$ cat config.mk
export PLATFORM = sky130hd
export DESIGN_NAME = pll40_period_meter
export DESIGN_NICKNAME = d
export VERILOG_FILES = /design/src/rtl/pll40_pkg.sv /design/src/rtl/pll40_period_meter.sv
export SDC_FILE = /design/constraint.sdc
export NUM_CORES = 1
export LEC_CHECK = 0
export CAP_MARGIN = 0
export CELL_PAD_IN_SITES_DETAIL_PLACEMENT = 2
export CELL_PAD_IN_SITES_GLOBAL_PLACEMENT = 2
export CORE_ASPECT_RATIO = 0.75
export CORE_MARGIN = 10
export CORE_UTILIZATION = 31
export DETAILED_ROUTE_END_ITERATION = 16
export PLACE_DENSITY_LB_ADDON = 0.25
export SYNTH_ARGS = -nofsm -noshare
export SYNTH_HDL_FRONTEND = slang
export SYNTH_SLANG_ARGS = --single-unit
$ cat constraint.sdc
create_clock -name clk -period 4.3 [get_ports clk]
set_clock_uncertainty 0.15 [all_clocks]
set_input_delay 0.86 -clock clk [delete_from_list [all_inputs] [get_ports clk]]
set_output_delay 0.86 -clock clk [all_outputs]
set_load 0.02 [all_outputs]
$ cat src/rtl/pll40_pkg.sv
// pll40_pkg: shared lock-state type, widths and NCO modulus helper for the pll40 core model
package pll40_pkg;

    localparam int ACC_W    = 28;
    localparam int PERIOD_W = 16;

    typedef enum logic {SEARCH, LOCKED} lock_state_e;

    function automatic logic [ACC_W-1:0] pll40_mod(
        input logic [ACC_W-1:0] p,
        input logic [3:0]       divr,
        input logic [2:0]       divq
    );
        return (p * (ACC_W'(divr) + ACC_W'(1))) << divq;
    endfunction

endpackage

$ cat src/rtl/pll40_period_meter.sv
// pll40_period_meter: synchronises the reference clock and measures its period in clk cycles
// Ports: clk, rst (sync active-high); ref_clk async reference; ref_sync synchronised level;
//        period P of the measurement ending now; meas_valid one-cycle strobe; ref_lost counter saturated.
module pll40_period_meter
    import pll40_pkg::*;
#(
    parameter int W = PERIOD_W
) (
    input  logic         clk,
    input  logic         rst,
    input  logic         ref_clk,
    output logic         ref_sync,
    output logic [W-1:0] period,
    output logic         meas_valid,
    output logic         ref_lost
);

    logic         s1_q, s1_d, s2_q, s2_d, prev_q, prev_d, armed_q, armed_d;
    logic [W-1:0] cnt_q, cnt_d;
    logic         edge_det, sat;

    // armed_q: an edge has started a count, so the next edge completes a measurement.
    // A saturated counter disarms, because its value no longer describes a real period.
    // When an edge and saturation coincide the edge wins: it restarts counting and re-arms.
    always_comb begin
        s1_d       = ref_clk;
        s2_d       = s1_q;
        prev_d     = s2_q;
        edge_det   = s2_q & ~prev_q;
        sat        = &cnt_q;
        ref_sync   = s2_q;
        period     = cnt_q + W'(1);
        meas_valid = edge_det & armed_q & ~sat;
        ref_lost   = sat & ~edge_det;
        cnt_d      = edge_det ? '0 : (sat ? cnt_q : cnt_q + W'(1));
        armed_d    = edge_det | (armed_q & ~sat);
    end

    always_ff @(posedge clk) begin
        if (rst) begin
            s1_q    <= 1'b0;
            s2_q    <= 1'b0;
            prev_q  <= 1'b0;
            armed_q <= 1'b0;
            cnt_q   <= '0;
        end else begin
            s1_q    <= s1_d;
            s2_q    <= s2_d;
            prev_q  <= prev_d;
            armed_q <= armed_d;
            cnt_q   <= cnt_d;
        end
    end

endmodule

# Word-level counts from Yosys, hierarchy flattened
# Cells that the tools add are included.
[op_classes] reduce_logical=2 n_bitwise=9 add_sub_neg=1
[op_table] operator="adder 16 x 1 -> 16 bit, second input constant" count=1
[op_table] operator="AND reduction 16 bit" count=1
[op_table] operator="bitwise AND 1 bit" count=5
[op_table] operator="NOT 1 bit" count=3
[op_table] operator="OR reduction 2 bit" count=1
[op_table] operator="OR 1 bit" count=1
[totals] out_inout_bits=19 ff_bits=20 inputBits=3 elab_cells=17

# Logic depth before layout (Yosys ltp)
# Gate-level depths: netlist of run 1.
[logic_depth] depth_word=4 ltp_mapped=7 mapped_depth_nobuf=5

# Least setup slack after synthesis of run 1
# No wires, ideal clock.
[synth_timing] kind="reg2out" startpoint="register cnt_q[0]" endpoint="output port ref_lost" n_path_buf=1 arrival_ps=1852 setup_slack_ps=1438 path_stages_with_launch=6 t_required_ps=3290 cell_sequence="dfxtp_1 -> ha_1 -> nand2_2 -> or4_4 -> buf_6 -> nor3_1"
[synth_between] elab_chain_cells=2
[synth_rtl] item="from (decl)" line_no="pll40_period_meter.sv:19" text="logic [W-1:0] cnt_q, cnt_d;"
[synth_rtl] item="from (signal assigned)" line_no="pll40_period_meter.sv:51" text="cnt_q <= cnt_d;"
[synth_rtl] item="AND reduction 16 bit" line_no="pll40_period_meter.sv:30" text="sat = &cnt_q;"
[synth_rtl] item="bitwise AND 1 bit" line_no="pll40_period_meter.sv:34" text="ref_lost = sat & ~edge_det;"
[synth_rtl] item="to (decl)" line_no="pll40_period_meter.sv:15" text="output logic ref_lost"
# Every way passes these cells.

# Worst setup path after layout of run 1
[layout_timing] startpoint="register cnt_q[0]" endpoint="output port period[14]"
[layout_between] elab_chain_cells=1
[layout_rtl] item="adder 16 x 1 -> 16 bit" line_no="pll40_period_meter.sv:32" text="period = cnt_q + W'(1);"
[layout_rtl] item="to (decl)" line_no="pll40_period_meter.sv:13" text="output logic [W-1:0] period,"
# Every way passes these cells.

==> metrics.md, run 1 <==
| Metric | Value |
|---|---|
| Setup-failing EPs final | `0` |
| Placed Area | `1202 µm²` |
| CP max stage cell | `clkdlybuf4s50_1` |
| Vert. Die Dim | `68.69 µm` |
| CTS sink count | `20` |
| Clock Path Buffers | `2` |
| PostCTS Resize Cnt | `0` |
| Drt drc | `0` |
| CTS tree | `done` |
| Reg2reg end | `cnt_q[5]` |
| Num CTS Buffers | `3` |
| Post-synthesis cell count | `107` |
| Outcome | `finished clean` |
| Max_cap viols | `0` |
| Worst path cell trace | `ha_1 -> nand2_2 -> nor4_1 -> buf_4 -> and3_1 -> xor2_1 -> clkdlybuf4s50_1` |
| Worst reg-to-reg path cell count | `5` |
| Post-synth EDFFs | `0` |
| DR iter-0 viols | `31` |
| Flop-to-flop setup slack | `2230 ps` |
| Ys flop type | `dfxtp_1` |
| FILL cells | `347` |
| Post-Route WL | `2887 µm` |
| Tcrit/Tclk final | `82.66%` |
| DP HPWL | `2207 µm` |
| Kind of critical path | `reg2out` |
| Vias per cell | `5.132` |
| Row cnt | `17` |
| Initial core utilization | `32.90%` |
| Area Overhead vs Synth | `28.35%` |
| Unrepaired setup endpoints after global routing | `no` |
| Post-route cell area | `1257 µm²` |
| CP Depth | `7` |
| Synth cell count leaders | `dfxtp_1 (20), o21a_1 (11), xor2_1 (11), nor2_1 (7)` |
| Clk_lat worst skew | `260 ps` |
| Top cell type's share of synthesized area | `40.87%` |
| CP Max Fanout | `5` |
| Buf/Inv on CP | `2` |
| Largest net degree at the start of global routing | `13` |
| CP arrival | `2540 ps` |
| Sequential fraction of the synthesis area | `40.87%` |
| Final setup TNS | `0 ps` |
| Pre-CTS setup slack | `1043 ps` |
| Synth Cell Area | `979.7 µm²` |
| Synth Register Bits | `20` |
| Ports | `22` |
| Slew Limit Headroom | `43.07%` |
| Count leader, synth | `dfxtp_1` |
| CP peak stage delay | `640 ps` |
| Share of layout cells above drive strength 1 | `7.752%` |
| Antenna cells | `0` |
| Top post-synthesis cells by area | `dfxtp_1 (41%), xor2_1 (9.8%), o21a_1 (8.4%)` |
| Final net count | `134` |
| Routed vias | `857` |
| Avg Inst Size Synth | `9.156 µm²` |
| CTS root buf | `clkbuf_8` |
| DR WL/cell | `17.29 µm` |
| Min Tclk post-route | `3554 ps` |
| Cts hold-fix bufs | `0` |
| Power per cell area | `294.0 nW/µm²` |
| Setup bufs post-CTS | `0` |
| Actual slew at the worst max-slew pin | `850.8 ps` |
| CP Launch Type | `flop` |
| Die Wd | `84.92 µm` |
| Number of port buffers | `21` |
| Reg2reg start | `cnt_q[0]` |
| Crit. End Element | `output port` |
| Syn_nets | `111` |
| Share of flip-flops with an asynchronous set or reset | `0%` |
| Fin. max-slew vios | `0` |
| CP startpoint | `cnt_q[0]` |
| Critical Path RT | `3290 ps` |
| 1st-pass router iterations | `5` |
| First-pass GRT wire length | `5030 µm` |
| Vias in the first global route | `969` |
| Routed Antenna Nets | `0` |
| Final hold violation count | `0` |
| Synth warn | `0` |
| Final worst setup slack | `745.8 ps` |
| Top delay family on crit path | `buffers and inverters` |
| Area of the die | `5832 µm²` |
| F_max | `281.4 MHz` |
| CP endpoint | `period[14]` |
| H-tree depth | `1` |
| Unique masters post-synth | `26` |
| Routability Congestion | `0.7691` |
| Worst VDD drop | `123.0 µV` |
| Core area | `2978 µm²` |
| Hold WC Path Type | `reg2reg` |
| Grt total ovfl | `0` |
| Initial antenna violation count | `0` |
| Leak pwr | `0.4763 nW` |
| GRT Util Overall | `10.58%` |
| CTS clk-pin slew, worst paths | `80 ps` |
| Post-synth top area cell | `dfxtp_1` |
-- worst reg2reg max path, delay by kind of cell (launching register included) --
family,cells,cell delay [ps]
adders and majority gates,1,270
AOI/OAI and AO/OA,1,160
DFF,1,390
and+or+nand+nor,3,1050
-- cell type report --
class	instances	area (µm²)	share of cell area, %
Multi-Input combinational cell	80	525.5	41.79
Inverter	3	11.26	0.8955
Sequential cell	20	400.4	31.84
Tap cell	38	47.55	3.781
Timing Repair Buffer	22	217.7	17.31
Clock buffer	4	55.05	4.378
-- registers in the layout, indices dropped and copies added (netlist names) --
register  count
s1_q          1
prev_q        1
cnt_q        16
armed_q       1
ref_sync      1
-- metrics by stage --
stage	cells	hold slack (ps)	utilization [%]	power, mW
final	167	293.2	42.23	0.3697
after global routing	167	315.7	42.23	0.3869
after CTS	167	299.9	42.23	0.3740
after detailed placement	163	279.6	40.38	0.2257
after global placement	163	273.2	40.38	0.2246
after floorplan	107	263.8	-	0.2119
-- layout by cell type, fill, tap and decap left out, types with 3 or more instances in the layout --
| cell | synthesis | routed |
|---|---|---|
| nor2b_1 | 5 | 5 |
| nor4_1 | 5 | 5 |
| dfxtp_1 | 20 | 20 |
| nor2_1 | 7 | 7 |
| clkbuf_8 | 0 | 4 |
| nand3_1 | 6 | 6 |
| inv_1 | 3 | 3 |
| clkdlybuf4s50_1 | 0 | 21 |
| xor2_1 | 11 | 11 |
| nand4_1 | 5 | 5 |
| o21a_1 | 11 | 11 |
| nand2_1 | 3 | 3 |
| o21ai_0 | 3 | 3 |
| a21oi_1 | 3 | 3 |
| nor3_1 | 6 | 6 |
| xnor2_1 | 3 | 3 |
-- report_power, final --
group,internal (mW),switching [mW],leakage (nW)
logic,0.0131,0.0162,0.285
clock network,0.0817,0.0668,0.0288
registers,0.189,0.00304,0.162
total,0.284,0.0860,0.476
-- layer usage --
metal / wire length [µm] / up-vias / share of wire, % / track usage (%)
li1: - / 423 / - / -
met1: 1352 / 417 / 47 / 13.00
met2: 1342 / 15 / 46 / 17.11
met3: 180 / 2 / 6.2 / 4.684
met4: 11 / 0 / 0.38 / 1.844
met5: 0 / - / 0 / 0
-- logic make-up after synthesis --
logic type	Yosys count	synth area share (%)
simple gates	45	26.31
compound gates	20	13.54
flops	20	40.87
xor+xnor	14	12.52
buf+inv	7	5.492
fa+ha+maj	1	1.277
-- worst min-delay path by stage --
stage / endpoint / cells past startpoint / start
floorplan: ref_sync / 1 / s1_q
global placement: ref_sync / 1 / s1_q
detailed placement: ref_sync / 1 / s1_q
CTS: ref_sync / 1 / s1_q
global route: ref_sync / 1 / s1_q
finish: ref_sync / 1 / s1_q
Power figures use the tool's default switching activity.
==> inputs of run 2 (changes only) <==
- CORE_UTILIZATION: 31 -> 26
- clock period: 4.3 -> 3.2 ns (I/O delays scaled with it)
==> run 2 against run 1 <==
  * Sequential cell count did not move
  * Count of clock-buffer cells in the layout fell by 1
  * Via count rose by 0.93%
  * Global-route usage fell by 2.0 points
  * Routed wire length fell by 3.6%
  * Non-clock buffer count rose by 5
  * Cell count rose by 11%
  * Register-to-register slack got worse by 1100 ps
  * Cell area rose by 4.8%
  * Critical endpoint is now period[10]
==> metrics.md, run 2 (synthesized netlist as in run 1, its figures left out) <==
| Metric | Value |
|---|---|
| Outcome | `finished clean` |
| Clock share of power | `35.4% (-4.8 points)` |
| Cts hold-fix bufs | `0 (unchanged)` |
| Net Sw Power | `0.1047 mW (+22%)` |
| Largest net degree at the start of global routing | `13 (unchanged)` |
| Min Tclk post-route | `3047 ps` |
| Final hold violation count | `0 (unchanged)` |
| CP peak stage delay | `660 ps (+20 ps)` |
| FILL cells | `408 (+18%)` |
| Vert. Die Dim | `73.16 µm (+6.5%)` |
| CP Max Fanout | `5 (unchanged)` |
| H-tree depth | `1 (unchanged)` |
| Worst VDD drop | `192.0 µV (+56%)` |
| CTS clk-pin slew, worst paths | `70 ps (about the same)` |
| Leak pwr | `0.5242 nW (+10%)` |
| Routed Antenna Nets | `0 (unchanged)` |
| F_max | `328.2 MHz` |
| CTS root buf | `clkbuf_8` |
| Internal power | `0.3566 mW (+26%)` |
| Most frequent cells in the layout | `dfxtp_1 (20), clkdlybuf4s50_1 (17), xor2_1 (11), o21a_1 (11), nor2_1 (7)` |
| Hold WC Path Type | `reg2reg` |
| Sw Ratio | `22.70% (-0.58 points)` |
| Total chip power | `0.4613 mW (+25%)` |
| Kind of critical path | `reg2out` |
| Core area | `3637 µm² (+22%)` |
| Share of layout cells above drive strength 1 | `13.53% (+5.8 points)` |
| Actual slew at the worst max-slew pin | `431.3 ps (-419.6 ps)` |
| CP Launch Type | `flop` |
| Final setup TNS | `0 ps (unchanged)` |
| First-pass GRT wire length | `4678 µm (-7.0%)` |
| Tcrit/Tclk final | `95.22%` |
| Power per cell area | `350.1 nW/µm² (+19%)` |
| DR WL/cell | `15.04 µm (-13%)` |
| Area of the die | `6649 µm² (+14%)` |
| Largest reg by FF count | `cnt_q` |
| Max FFs per register | `16 (unchanged)` |
| Logic pwr share | `8.5% (+0.6 points)` |
| Initial core utilization | `26.93% (-6.0 points)` |
| CP arrival | `2260 ps (-280 ps)` |
| Clock Path Buffers | `2 (unchanged)` |
| Critical Path RT | `2410 ps (-880 ps)` |
| Post-Route WL | `2783 µm (-3.6%)` |
| Die Wd | `90.88 µm (+7.0%)` |
| Crit. End Element | `output port` |
| Slew Limit Headroom | `70.98% (+28 points)` |
| Num CTS Buffers | `3 (unchanged)` |
| Worst path cell trace | `ha_2 -> nand2_2 -> nor3_1 -> xnor2_1 -> clkdlybuf4s50_1` |
| Antenna cells | `0 (unchanged)` |
| Row cnt | `19 (+2)` |
| Grt total ovfl | `0 (unchanged)` |
| CTS sink count | `20 (unchanged)` |
| CP max stage cell | `clkdlybuf4s50_1` |
| Setup-failing EPs final | `0 (unchanged)` |
| CTS tree | `done` |
| Sequential power share | `56.1% (+4.2 points)` |
| Fin. max-slew vios | `0 (unchanged)` |
| Unrepaired setup endpoints after global routing | `no` |
| Initial antenna violation count | `0 (unchanged)` |
| Commonest non-fill, non-tap cell in the layout | `dfxtp_1` |
| Area Overhead vs Synth | `34.48%` |
| Routability Congestion | `0.6899 (-10%)` |
| Routed vias | `865 (+0.93%)` |
| Vias in the first global route | `953 (-1.7%)` |
| DR iter-0 viols | `28 (-9.7%)` |
| GRT Util Overall | `8.626% (-2.0 points)` |
| DP HPWL | `2172 µm (-1.6%)` |
| Number of port buffers | `21 (unchanged)` |
| 1st-pass router iterations | `4 (-1)` |
| Final net count | `139 (+3.7%)` |
| Ports | `22 (unchanged)` |
| Clk_lat worst skew | `260 ps (about the same)` |
| Vias per cell | `4.676 (-8.9%)` |
| Drt drc | `0 (unchanged)` |
| Max_cap viols | `0 (unchanged)` |
==> run 2: changes by cell type in the layout (fill, tap and decap cells not counted), moves of 2 or more <==
| cell | before | now |
|---|---|---|
| nor4_1 | 5 | 3 |
| clkdlybuf4s50_1 | 21 | 17 |
| dlygate4sd2_1 | 0 | 3 |
| nor4_2 | 0 | 2 |
| buf_4 | 1 | 6 |
==> run 2: stage by stage <==
step | hold slack, ps | std cells | worst slack [ps] | utilization [%] | instance area (µm²)
final | 298.9 | 185 | 153.0 | 36.22 | 1318
after global routing | 314.4 | 185 | 15.31 | 36.22 | 1318
after CTS | 309.1 | 183 | 71.19 | 35.57 | 1294
after detailed placement | 286.8 | 180 | 175.9 | 34.16 | 1242
after global placement | 285.8 | 180 | 248.5 | 34.16 | 1242
after floorplan | 263.8 | 107 | 558.1 | - | 979.7
==> run 2: per-layer routing <==
| layer | vias to the layer above | share of wire, % | global-route usage [%] |
|---|---|---|---|
| met4 | 0 | 0.61 | 2.600 |
| met3 | 2 | 4.5 | 3.083 |
| met2 | 15 | 46 | 14.37 |
| li1 | 432 | - | - |
| met5 | - | 0 | 0 |
| met1 | 416 | 49 | 10.27 |
==> run 2: worst max-delay path, delay by kind of cell (launching register included) <==
family                     cells  cell delay (ps)
xor gates and xnor gates       1              210
adders and majority gates      1              260
buffers and inverters          1              660
DFF                            1              410
and+or+nand+nor                2              460
==> run 2: what timing repair did <==
action                                 in CTS  in global routing
setup endpoints to repair                   5                  2
endpoints found under the hold margin       0                  0
buffers inserted                            0                  2
gates resized for setup                     7                  2
pin swaps                                   0                  1
==> run 2: final timing paths <==
| kind | from | endpoint | cells past startpoint | slack, ps |
|---|---|---|---|---|
| worst max-delay path | cnt_q[0] | period[10] | 5 | 150 |
| worst min-delay path | s1_q | ref_sync | 1 | 300 |
| worst max register to register | cnt_q[0] | cnt_q[10] | 5 | 1140 |
| worst min register to register | s1_q | ref_sync | 1 | 300 |
==> run 2: area by class of cell <==
| type | instances | area (µm²) | area share [%] |
|---|---|---|---|
| clock buffers | 3 | 41.29 | 3.134 |
| flip-flops and latches | 20 | 400.4 | 30.39 |
| multi-input cells | 80 | 545.5 | 41.41 |
| repair buffers | 27 | 254.0 | 19.28 |
| well taps | 52 | 65.06 | 4.938 |
| inverters | 3 | 11.26 | 0.8547 |
==> run 2: power by group through the flow <==
stage | sequential (mW) | clock, mW | combinational, mW
after floorplan | 0.263 | 0 | 0.0215
after global placement | 0.263 | 0 | 0.0392
after detailed placement | 0.264 | 0 | 0.0398
after CTS | 0.258 | 0.174 | 0.0404
after global routing | 0.259 | 0.182 | 0.0451
final | 0.259 | 0.163 | 0.0394
==> inputs of run 3 (changes only) <==
- ABC_AREA: not set -> 1
- CAP_MARGIN: 0 -> 30
- CORE_UTILIZATION: 26 -> 24
==> run 3 against run 2 <==
  * Cell count increased by 30%
  * Synthesized area up 12%
  * Via count up 24%
  * Synthesized cell count up 50%
  * Maximum frequency grew 3.0%
  * Highest routed layer unchanged
==> metrics.md, run 3 <==
| Metric | Value |
|---|---|
| Final hold violation count | `0 (unchanged)` |
| CTS root buf | `clkbuf_8` |
| Worst path cell trace | `ha_1 -> nand3_1 -> nor2_2 -> nand2_1 -> nor2_1 -> nand2_1 -> nor2_1 -> clkdlybuf4s50_1` |
| Ports | `22 (unchanged)` |
| Flop-to-flop setup slack | `1560 ps (+420 ps)` |
| Initial antenna violation count | `0 (unchanged)` |
| Routability Congestion | `0.7455 (+8.1%)` |
| Routed Antenna Nets | `0 (unchanged)` |
| Core area | `4441 µm² (+22%)` |
| 1st-pass router iterations | `4 (unchanged)` |
| Reg2reg start | `cnt_q[1]` |
| Ys flop type | `dfxtp_1` |
| Outcome | `finished clean` |
| Unrepaired setup endpoints after global routing | `no` |
| Drt drc | `0 (unchanged)` |
| Min Tclk post-route | `2959 ps (-88.20 ps)` |
| Compound-Gate Fraction of Synth Area | `7.070% (-6.5 points)` |
| Clock share of power | `36.2% (+0.8 points)` |
| Worst VDD drop | `156.2 µV (-19%)` |
| Area of the die | `7705 µm² (+16%)` |
| CP peak stage delay | `620 ps (-40 ps)` |
| Final Util | `31.84% (-4.4 points)` |
| Sequential fraction of the synthesis area | `36.49% (-4.4 points)` |
| Max FFs per register | `16 (unchanged)` |
| Area Overhead vs Synth | `28.85%` |
| Hold_ws | `267.1 ps (-31.81 ps)` |
| GRT Util Overall | `9.499% (+0.87 points)` |
| Largest net degree at the start of global routing | `15 (+2)` |
| Post-synth top area cell | `dfxtp_1` |
| CTS sink count | `20 (unchanged)` |
| Vias per cell | `4.461 (-4.6%)` |
| Die Wd | `98.08 µm (+7.9%)` |
| Setup-failing EPs final | `0 (unchanged)` |
| Slew Limit Headroom | `65.29% (-5.7 points)` |
| Sw Ratio | `24.14% (+1.4 points)` |
| Hold WC Path Type | `reg2reg` |
| Commonest non-fill, non-tap cell in the layout | `nand2_1` |
| Top cell type's share of synthesized area | `36.49% (-4.4 points)` |
| Actual slew at the worst max-slew pin | `520.1 ps (+88.79 ps)` |
| Post-synthesis cell count | `161 (+50%)` |
| Hold_sp | `s1_q` |
| Worst reg-to-reg path cell count | `8 (+3)` |
| Synth Cell Area | `1097 µm² (+12%)` |
| Number of port buffers | `21 (unchanged)` |
| Post-Route WL | `3418 µm (+23%)` |
| Clock Path Buffers | `2 (unchanged)` |
| Critical Path RT | `2410 ps (about the same)` |
| CP Launch Type | `flop` |
| Net Sw Power | `0.1130 mW (+7.9%)` |
| Grt peak-use layer | `met2` |
| Synth Register Bits | `20 (unchanged)` |
| CP Max Fanout | `5 (unchanged)` |
| Antenna cells | `0 (unchanged)` |
| Vert. Die Dim | `78.56 µm (+7.4%)` |
| Max_cap viols | `0 (unchanged)` |
| Final worst setup slack | `241.2 ps (+88.20 ps)` |
| Routed vias | `1075 (+24%)` |
| Leak pwr | `0.6693 nW (+28%)` |
| Buf/Inv on CP | `1 (unchanged)` |
| Unique masters post-synth | `22 (-15%)` |
| Logic pwr share | `8.7% (+0.2 points)` |
| Sequential power share | `55.1% (-1.0 points)` |
| Final setup TNS | `0 ps (unchanged)` |
| Crit. End Element | `output port` |
| Vias in the first global route | `1237 (+30%)` |
| Xor/xnor share of the synthesized area | `5.587% (-6.9 points)` |
| Reg2reg end | `cnt_q[0]` |
| Row cnt | `21 (+2)` |
| Top post-synthesis cells by area | `dfxtp_1 (36%), nand2_1 (14%), inv_1 (9.2%)` |
| CP arrival | `2170 ps (-90 ps)` |
| Synth warn | `0 (unchanged)` |
| Simple-gate share of the synthesized area | `38.08% (+12 points)` |
| H-tree depth | `1 (unchanged)` |
| CTS tree | `done` |
| Worst hold endpoint | `ref_sync` |
| Final net count | `190 (+37%)` |
| Internal power | `0.3551 mW (-0.40%)` |
| Hold path cells | `2 (+1)` |
| Kind of critical path | `reg2out` |
| First-pass GRT wire length | `6085 µm (+30%)` |
| Grt total ovfl | `0 (unchanged)` |
| Pre-CTS setup slack | `410.8 ps (+234.9 ps)` |
| DR iter-0 viols | `34 (+21%)` |
| Cts hold-fix bufs | `0 (unchanged)` |
| F_max | `338.0 MHz (+3.0%)` |
| Most frequent cells in the layout | `nand2_1 (40), inv_1 (27), nor2_1 (26), clkdlybuf4s50_1 (21), dfxtp_1 (20)` |
| Tcrit/Tclk final | `92.46% (-2.8 points)` |
| Syn_nets | `165 (+49%)` |
| Synth cell count leaders | `nand2_1 (40), inv_1 (27), nor2_1 (27), dfxtp_1 (20), nand3_1 (12)` |
| Count leader, synth | `nand2_1` |
| Share of flip-flops with an asynchronous set or reset | `0% (unchanged)` |
| CTS clk-pin slew, worst paths | `70 ps (about the same)` |
| Post-synth EDFFs | `0 (unchanged)` |
| Top delay family on crit path | `simple AND/OR/NAND/NOR gates` |
| Clk_lat worst skew | `260 ps (about the same)` |
| Fin. max-slew vios | `0 (unchanged)` |
| PostCTS Resize Cnt | `0 (-7)` |
| Met3 usage | `3.412% (+0.33 points)` |
| Synth Area in Adders | `1.140% (-0.14 points)` |
| CP max stage cell | `clkdlybuf4s50_1` |
| DP HPWL | `2837 µm (+31%)` |
| Mux share of post-synthesis cell area | `0% (unchanged)` |
| Avg Inst Size Synth | `6.816 µm² (-26%)` |
| DR WL/cell | `14.18 µm (-5.7%)` |
| Power per cell area | `331.1 nW/µm² (-5.4%)` |
| Largest family of logic cells by synthesized area | `simple AND/OR/NAND/NOR gates` |
| Num CTS Buffers | `3 (unchanged)` |
| Setup bufs post-CTS | `0 (unchanged)` |
| M2 GR Usage | `16.18% (+1.8 points)` |
| Grt met1 use | `11.15% (+0.88 points)` |
| Largest reg by FF count | `cnt_q` |
| Share of layout cells above drive strength 1 | `11.96% (-1.6 points)` |
| Initial core utilization | `24.71% (-2.2 points)` |
| Total chip power | `0.4681 mW (+1.5%)` |
[run 3: changes by cell type after synthesis, moves of 6 or more]
| cell | before | now |
|---|---|---|
| nand2_1 | 3 | 40 |
| inv_1 | 3 | 27 |
| nor2_1 | 7 | 27 |
| o21a_1 | 11 | 0 |
| xor2_1 | 11 | 3 |
| a21oi_2 | 0 | 6 |
| nand3_1 | 6 | 12 |
| nor3_1 | 6 | 0 |
[run 3: cell type report]
cell class              instances  area [µm²]
well taps                      57       71.32
repair buffers                 22       217.7
flip-flops and latches         20       400.4
fillers                       555        3027
multi-input cells             110       571.8
inverters                      29       111.4
clock buffers                   3       41.29
[run 3: how the worst max path moves through the flow]
stage | from | end | slack [ps] | depth (start not counted)
after floorplan | cnt_q[0] | ref_lost | 1020 | 7
after global routing | cnt_q[0] | ref_lost | 9 | 8
after global placement | cnt_q[0] | ref_lost | 480 | 8
after CTS | cnt_q[0] | ref_lost | 100 | 8
final | cnt_q[1] | ref_lost | 240 | 8
after detailed placement | cnt_q[0] | ref_lost | 410 | 8
[run 3: metrics by stage]
step	area [µm²]	cells
after floorplan	1097	161
final	1414	241
after global placement	1370	238
after global routing	1414	241
after CTS	1411	241
after detailed placement	1370	238
[run 3: logic make-up (layout without fill, tap and decap cells)]
logic type | count (synthesis) | after routing
and+or+nand+nor | 91 | 91
buffers and inverters | 31 | 54
DFF | 20 | 20
AOI/OAI and AO/OA | 11 | 11
xor gates and xnor gates | 7 | 7
adders and majority gates | 1 | 1
[run 3: power by group through the flow]
stage / clock network (mW) / logic, mW / registers (mW)
after floorplan: 0 / 0.0221 / 0.264
after global placement: 0 / 0.0404 / 0.263
after detailed placement: 0 / 0.0419 / 0.264
after CTS: 0.180 / 0.0422 / 0.258
after global routing: 0.191 / 0.0452 / 0.259
final: 0.169 / 0.0409 / 0.258
[run 3: tightest hold or removal path: stages, from the launching register on]
cell and delay (ps):
dfxtp_1 300, inv_1 40, nor2_1 30
[run 3: per-layer routing]
layer	share of wire, %	vias to the layer above	wire length (µm)
met5	0	-	0
met3	4.8	2	163
li1	-	535	-
met4	0.38	0	13
met2	47	14	1592
met1	48	524	1649
